$ cat src/rtl/vga_timing_pkg.sv
// Shared VGA timing types and default 640x480@60 constants.
// Used by the horizontal and vertical timing stages.
package vga_timing_pkg;

  typedef enum logic [1:0] {
    FRONT_PORCH  = 2'd0,
    SYNC_PULSE   = 2'd1,
    BACK_PORCH   = 2'd2,
    ACTIVE_VIDEO = 2'd3
  } vga_state_e;

  localparam int H_FRONT_PORCH = 16;
  localparam int H_SYNC_PULSE  = 96;
  localparam int H_BACK_PORCH  = 48;
  localparam int H_ACTIVE      = 640;

  localparam int V_FRONT_PORCH = 10;
  localparam int V_SYNC_PULSE  = 2;
  localparam int V_BACK_PORCH  = 33;
  localparam int V_ACTIVE      = 480;

endpackage

$ cat src/rtl/vertical_state_machine_if.sv
// Vertical timing bus: end-of-line pulse in, vertical qualifiers out.
// master = upstream/consumer side, slave = vertical_state_machine.
interface vertical_state_machine_if #(
  parameter int COUNT_WIDTH = 10
);

  logic                   line_increment_i;
  logic                   vertical_active_video_o;
  logic                   sync_pulse_o;
  logic [COUNT_WIDTH-1:0] row_o;
  logic                   frame_done_o;

  modport master (
    output line_increment_i,
    input  vertical_active_video_o,
    input  sync_pulse_o,
    input  row_o,
    input  frame_done_o
  );

  modport slave (
    input  line_increment_i,
    output vertical_active_video_o,
    output sync_pulse_o,
    output row_o,
    output frame_done_o
  );

endinterface

$ cat src/rtl/vertical_state_machine.sv
// Vertical timing stage: counts lines, sequences porch/sync/active.
// Ports: clk_i, rst_ni, bus (line_increment_i in; video/vsync/row/frame_done out).
import vga_timing_pkg::*;

module vertical_state_machine #(
  parameter int FRONT_PORCH_LINES = V_FRONT_PORCH,
  parameter int SYNC_PULSE_LINES  = V_SYNC_PULSE,
  parameter int BACK_PORCH_LINES  = V_BACK_PORCH,
  parameter int ACTIVE_LINES      = V_ACTIVE,
  parameter int COUNT_WIDTH       = 10
) (
  input  logic                     clk_i,
  input  logic                     rst_ni,
  vertical_state_machine_if.slave  bus
);

  localparam logic [COUNT_WIDTH-1:0] FP_LAST =
    COUNT_WIDTH'(FRONT_PORCH_LINES - 1);
  localparam logic [COUNT_WIDTH-1:0] SP_LAST =
    COUNT_WIDTH'(SYNC_PULSE_LINES - 1);
  localparam logic [COUNT_WIDTH-1:0] BP_LAST =
    COUNT_WIDTH'(BACK_PORCH_LINES - 1);
  localparam logic [COUNT_WIDTH-1:0] AV_LAST =
    COUNT_WIDTH'(ACTIVE_LINES - 1);

  vga_state_e             state_q, state_d;
  logic [COUNT_WIDTH-1:0] count_q, count_d;
  logic                   frame_done_q, frame_done_d;

  logic [COUNT_WIDTH-1:0] last_line;
  vga_state_e             next_state;

  always_ff @(posedge clk_i or negedge rst_ni) begin
    if (!rst_ni) begin
      state_q      <= FRONT_PORCH;
      count_q      <= '0;
      frame_done_q <= 1'b0;
    end else begin
      state_q      <= state_d;
      count_q      <= count_d;
      frame_done_q <= frame_done_d;
    end
  end

  always_comb begin
    last_line    = FP_LAST;
    next_state   = SYNC_PULSE;
    state_d      = state_q;
    count_d      = count_q;
    frame_done_d = 1'b0;

    unique case (state_q)
      FRONT_PORCH: begin
        last_line  = FP_LAST;
        next_state = SYNC_PULSE;
      end
      SYNC_PULSE: begin
        last_line  = SP_LAST;
        next_state = BACK_PORCH;
      end
      BACK_PORCH: begin
        last_line  = BP_LAST;
        next_state = ACTIVE_VIDEO;
      end
      ACTIVE_VIDEO: begin
        last_line  = AV_LAST;
        next_state = FRONT_PORCH;
      end
      default: ;
    endcase

    if (bus.line_increment_i) begin
      if (count_q == last_line) begin
        count_d      = '0;
        state_d      = next_state;
        // Leaving the last visible line closes the frame.
        frame_done_d = (state_q == ACTIVE_VIDEO);
      end else begin
        count_d = count_q + COUNT_WIDTH'(1);
      end
    end
  end

  always_comb begin
    bus.vertical_active_video_o = 1'b0;
    bus.sync_pulse_o            = 1'b1;
    bus.row_o                   = '0;
    unique case (1'b1)
      (state_q == SYNC_PULSE): bus.sync_pulse_o = 1'b0;
      (state_q == ACTIVE_VIDEO): begin
        bus.vertical_active_video_o = 1'b1;
        bus.row_o                   = count_q;
      end
      default: ;
    endcase
    bus.frame_done_o = frame_done_q;
  end

endmodule

$ cat src/flat_wrapper.sv
// flat-port wrapper written by rule: the top's interface ports become plain ports
module vertical_state_machine_flat 
#(
  parameter int FRONT_PORCH_LINES = V_FRONT_PORCH,
  parameter int SYNC_PULSE_LINES  = V_SYNC_PULSE,
  parameter int BACK_PORCH_LINES  = V_BACK_PORCH,
  parameter int ACTIVE_LINES      = V_ACTIVE,
  parameter int COUNT_WIDTH       = 10
)
  (clk_i, rst_ni, bus_line_increment_i, bus_vertical_active_video_o, bus_sync_pulse_o, bus_row_o, bus_frame_done_o);
  vertical_state_machine_if #(.COUNT_WIDTH(COUNT_WIDTH)) bus_i ();
  input  logic clk_i;
  input  logic rst_ni;
  input wire logic [$bits(bus_i.line_increment_i)-1:0] bus_line_increment_i;
  output wire logic [$bits(bus_i.vertical_active_video_o)-1:0] bus_vertical_active_video_o;
  output wire logic [$bits(bus_i.sync_pulse_o)-1:0] bus_sync_pulse_o;
  output wire logic [$bits(bus_i.row_o)-1:0] bus_row_o;
  output wire logic [$bits(bus_i.frame_done_o)-1:0] bus_frame_done_o;
  assign bus_i.line_increment_i = bus_line_increment_i;
  assign bus_vertical_active_video_o = bus_i.vertical_active_video_o;
  assign bus_sync_pulse_o = bus_i.sync_pulse_o;
  assign bus_row_o = bus_i.row_o;
  assign bus_frame_done_o = bus_i.frame_done_o;
  vertical_state_machine #(.FRONT_PORCH_LINES(FRONT_PORCH_LINES), .SYNC_PULSE_LINES(SYNC_PULSE_LINES), .BACK_PORCH_LINES(BACK_PORCH_LINES), .ACTIVE_LINES(ACTIVE_LINES), .COUNT_WIDTH(COUNT_WIDTH)) u_core (.clk_i(clk_i), .rst_ni(rst_ni), .bus(bus_i));
endmodule
$ cat config.mk
export PLATFORM = sky130hd
export DESIGN_NAME = vertical_state_machine_flat
export DESIGN_NICKNAME = d
export VERILOG_FILES = /design/src/rtl/vga_timing_pkg.sv /design/src/rtl/vertical_state_machine_if.sv /design/src/rtl/vertical_state_machine.sv /design/src/flat_wrapper.sv
export SDC_FILE = /design/constraint.sdc
export NUM_CORES = 1
export LEC_CHECK = 0
export BUFFER_PORTS_ARGS = -buffer_cell sky130_fd_sc_hd__buf_2
export CAP_MARGIN = 20
export CORE_MARGIN = 2
export CORE_UTILIZATION = 48
export DETAILED_ROUTE_END_ITERATION = 8
export PLACE_DENSITY_LB_ADDON = 0.08
export SLEW_MARGIN = 20
export SYNTH_ARGS = -nofsm -noshare
export SYNTH_HDL_FRONTEND = slang
export SYNTH_SLANG_ARGS = --single-unit
$ cat constraint.sdc
create_clock -name clk_i -period 2.17 [get_ports clk_i]
set_clock_uncertainty 0.1 [all_clocks]
set_input_delay 0 -clock clk_i [delete_from_list [all_inputs] [get_ports clk_i]]
set_output_delay 0 -clock clk_i [all_outputs]
set_load 0.01 [all_outputs]
==> results by group <==
Status
  – Status: completed

Placement
  – Placed inst area: 976 sq um
  – Pre-CTS setup slack: -0.0513 ns
  – GP Congestion: 0.833
  – Inst Count DP: 117
  – Port Buf Inserts: 15

Clock tree
  – Clock latency on the worst-skew pair: 0.27 ns
  – Clock root cell: clkbuf_4
  – Buffer depth of the longest clock path: 2
  – H-Tree Depth: 1
  – Worst-path clk slew: 0.08 ns
  – CTS tree: done
  – CTS Sinks: 13
  – Post-CTS setup buffer count: 0
  – Num CTS Buffers: 3

STA
  – Final setup viols: 0
  – Tmin final: 2.07 ns
  – Final TNS setup: 0 ns
  – Tightest Pin Transition: 0.305 ns
  – Worst slew margin: 79.7%
  – Final worst-path cycle share: 95.4%
  – Setup ws final: 0.100 ns
  – Final Hold Viols: 0
  – Fmax: 483 MHz
  – Max Slew Vio Count: 0
  – Hold_ws: 0.0427 ns

Pwr
  – Net Sw Power: 0.377 mW
  – Clock group share of total power: 14.9%
  – Combinational Power Share: 46.1%
  – Internal power: 0.624 mW
  – Sequential power share: 39.0%
  – Worst VDD drop: 0.459 mV
  – Power Total: 1.00 mW
  – P_leak: 0.569 nW
  – Switching portion of total power: 37.7%
  – Pwr Density: 945 nW/um^2

Synth
  – Library cells used by synthesis: 32
  – Synth Warn #: 0
  – FF+latch count, synth: 13
  – Mux share of post-synthesis cell area: 1.19%
  – Top cells by area, synth: dfrtp_1 (39%), ha_1 (16%), xor2_1 (5.2%)
  – Area leader, netlist: dfrtp_1
  – Synthesized area: 842 sq um
  – Adder-cell share of the synthesized area: 16.3%
  – Synth Area in Compound Gates: 11.0%
  – Post-Synth Simple-Gate Area: 24.1%
  – Yosys top cell area share: 38.6%
  – Cells after Synth: 80
  – Mean post-synth cell area: 10.5 sq um
  – Syn Nets: 94
  – Seq/Total Area, Yosys: 38.6%
  – XOR/XNOR share of the synthesized area: 5.20%
  – Largest family of logic cells by synthesized area: simple AND/OR/NAND/NOR gates

Global route
  – Met3 global-route usage: 3.57%
  – GR Util met1: 26.0%
  – Met2 Resource Use GR: 27.5%
  – Overall global routing resource usage: 18.9%
  – Vias in the first global route: 621
  – Busiest grt layer: met2
  – First-pass GRT wire length: 2.75 mm
  – Initial antenna violation count: 0
  – Total grt overflow: 0
  – Largest net degree at the start of global routing: 16

Die
  – Cell Rows: 15
  – Overall die width: 45.9 microns
  – Core footprint: 1690 sq um
  – Initial cell density of the core: 49.9%
  – IO Pins: 16
  – Die Ht: 45.9 microns
  – Die area: 2110 sq um

Critical path
  – Worst setup path start: u_core.state_q[1]
  – RR Startpoint: u_core.state_q[1]
  – Worst Path Arrival: 2.14 ns
  – Crit Path Category: reg2reg
  – Worst Setup Start Kind: flip-flop
  – Worst Setup End Kind: flip-flop
  – CP peak stage delay: 0.42 ns
  – Slowest stage cell, crit path: dfrtp_1
  – CP Max Fanout: 8
  – Worst Path Buf+Inv: 0
  – CP Cell Sequence: ha_4 > ha_1 > nor4_2 > o2111a_2 > and4bb_2 > a21o_1
  – Kind of cell adding the most delay to the critical path: adder cells
  – Critical Path RT: 2.24 ns

Detailed routing
  – First DRT Iteration DRCs: 10
  – Via count: 661
  – First-pass DRT Iterations: 3
  – WL final: 1.71 mm
  – Avg WL per Cell: 13.9 microns
  – Avg Vias per Cell: 5.37
  – Drt drc: 0
  – Post-DRT Antenna Nets: 0

Cells and area
  – Layout cell share with drive strength beyond 1: 36.8%
  – Ant diodes: 0
  – Design area: 1060 sq um
  – Non-Filler Instances: 123
  – Area growth, synth to finish: 25.9%
  – Final nets: 121
  – Util after Layout: 62.7%

Flow run
  – Max_cap viols: 0

Hold path
  – Worst hold path type: in2async
Yosys cell counts:
master     count
and4bb_2       2
nor2_1         5
nand4_1        1
nand2b_1       2
o21ai_2        1
and3_2         2
nand3_1        2
o22ai_1        1
and2_4         1
dfrtp_1       13
clkbuf_1       1
o21ai_0        4
a21oi_1        1
nor4_1         1
inv_1          4
xor2_1         5
buf_6          1
and4_1         1
o2111a_1       1
ha_1          11
nand2b_4       1
a21oi_2        1
o2bb2ai_1      2
and3_1         2
and3b_1        1
a21o_1         2
nor3b_1        1
and2_1         4
mux2i_1        1
nand2_1        3
and2_2         1
nor3_1         1
cell families after synthesis:
group,Yosys count
mux,1
compound gates,13
fa+ha+maj,11
xor+xnor,5
flops,13
buf+inv,6
simple gates,31
final timing paths:
path                            slack (ns)  cells past startpoint                 endpoint
worst max-delay path                  0.10                      6        u_core.count_q[5]
worst min-delay path                  0.04                      2  u_core.bus.frame_done_o
worst max register to register        0.10                      6        u_core.count_q[5]
worst min register to register        0.42                      1        u_core.count_q[9]
max in group asynchronous             1.69                      2        u_core.count_q[5]
min in group clk_i                    0.42                      1        u_core.count_q[9]
placed cells by master, fill, tap and decap left out, types with 3 or more instances in the layout:
master | synthesis | final
and2_1 | 4 | 4
buf_2 | 0 | 15
buf_4 | 0 | 7
clkbuf_4 | 0 | 3
dfrtp_1 | 13 | 13
ha_1 | 11 | 9
inv_1 | 4 | 4
nand2_1 | 3 | 3
nor2_1 | 5 | 5
o21ai_0 | 4 | 4
xor2_1 | 5 | 5
sequential cells by signal (all words and copies together) (netlist names):
| name | count |
|---|---|
| u_core.bus.frame_done_o | 1 |
| u_core.count_q | 10 |
| u_core.state_q | 2 |
power by group through the flow:
stage	clock network (mW)	registers, mW	logic (mW)
after floorplan	0	0.366	0.281
final	0.150	0.390	0.461
after global placement	0	0.388	0.404
after CTS	0.155	0.383	0.417
after global routing	0.178	0.403	0.528
after detailed placement	0	0.387	0.411
per-layer routing:
metal	part of all wire, %	routed length, microns
met5	0	0
met4	2.9	50
met3	3.1	53
met2	45	769
met1	49	835
worst register-to-register path: cells and delay by family, from the launching register on:
family	cells	cell delay, ns
fa+ha+maj	2	0.52
flops	1	0.42
simple gates	2	0.50
compound gates	2	0.43
layout make-up:
cell class / count / area [sq um]
fill: 139 / 629
multi-input combinational: 61 / 524
sequential: 13 / 325
timing repair buffer: 24 / 148
clock buffer: 4 / 26.3
tap: 17 / 21.3
inverter: 4 / 15.0
repair_timing:
action,in CTS,in global routing
hold endpoints to repair,15,0
hold buffers,2,0
endpoints found under the setup margin,10,10
gates cloned,0,0
gates resized for setup,2,4
pin swaps,0,2
No activity file was read; power rests on OpenSTA's default activity.
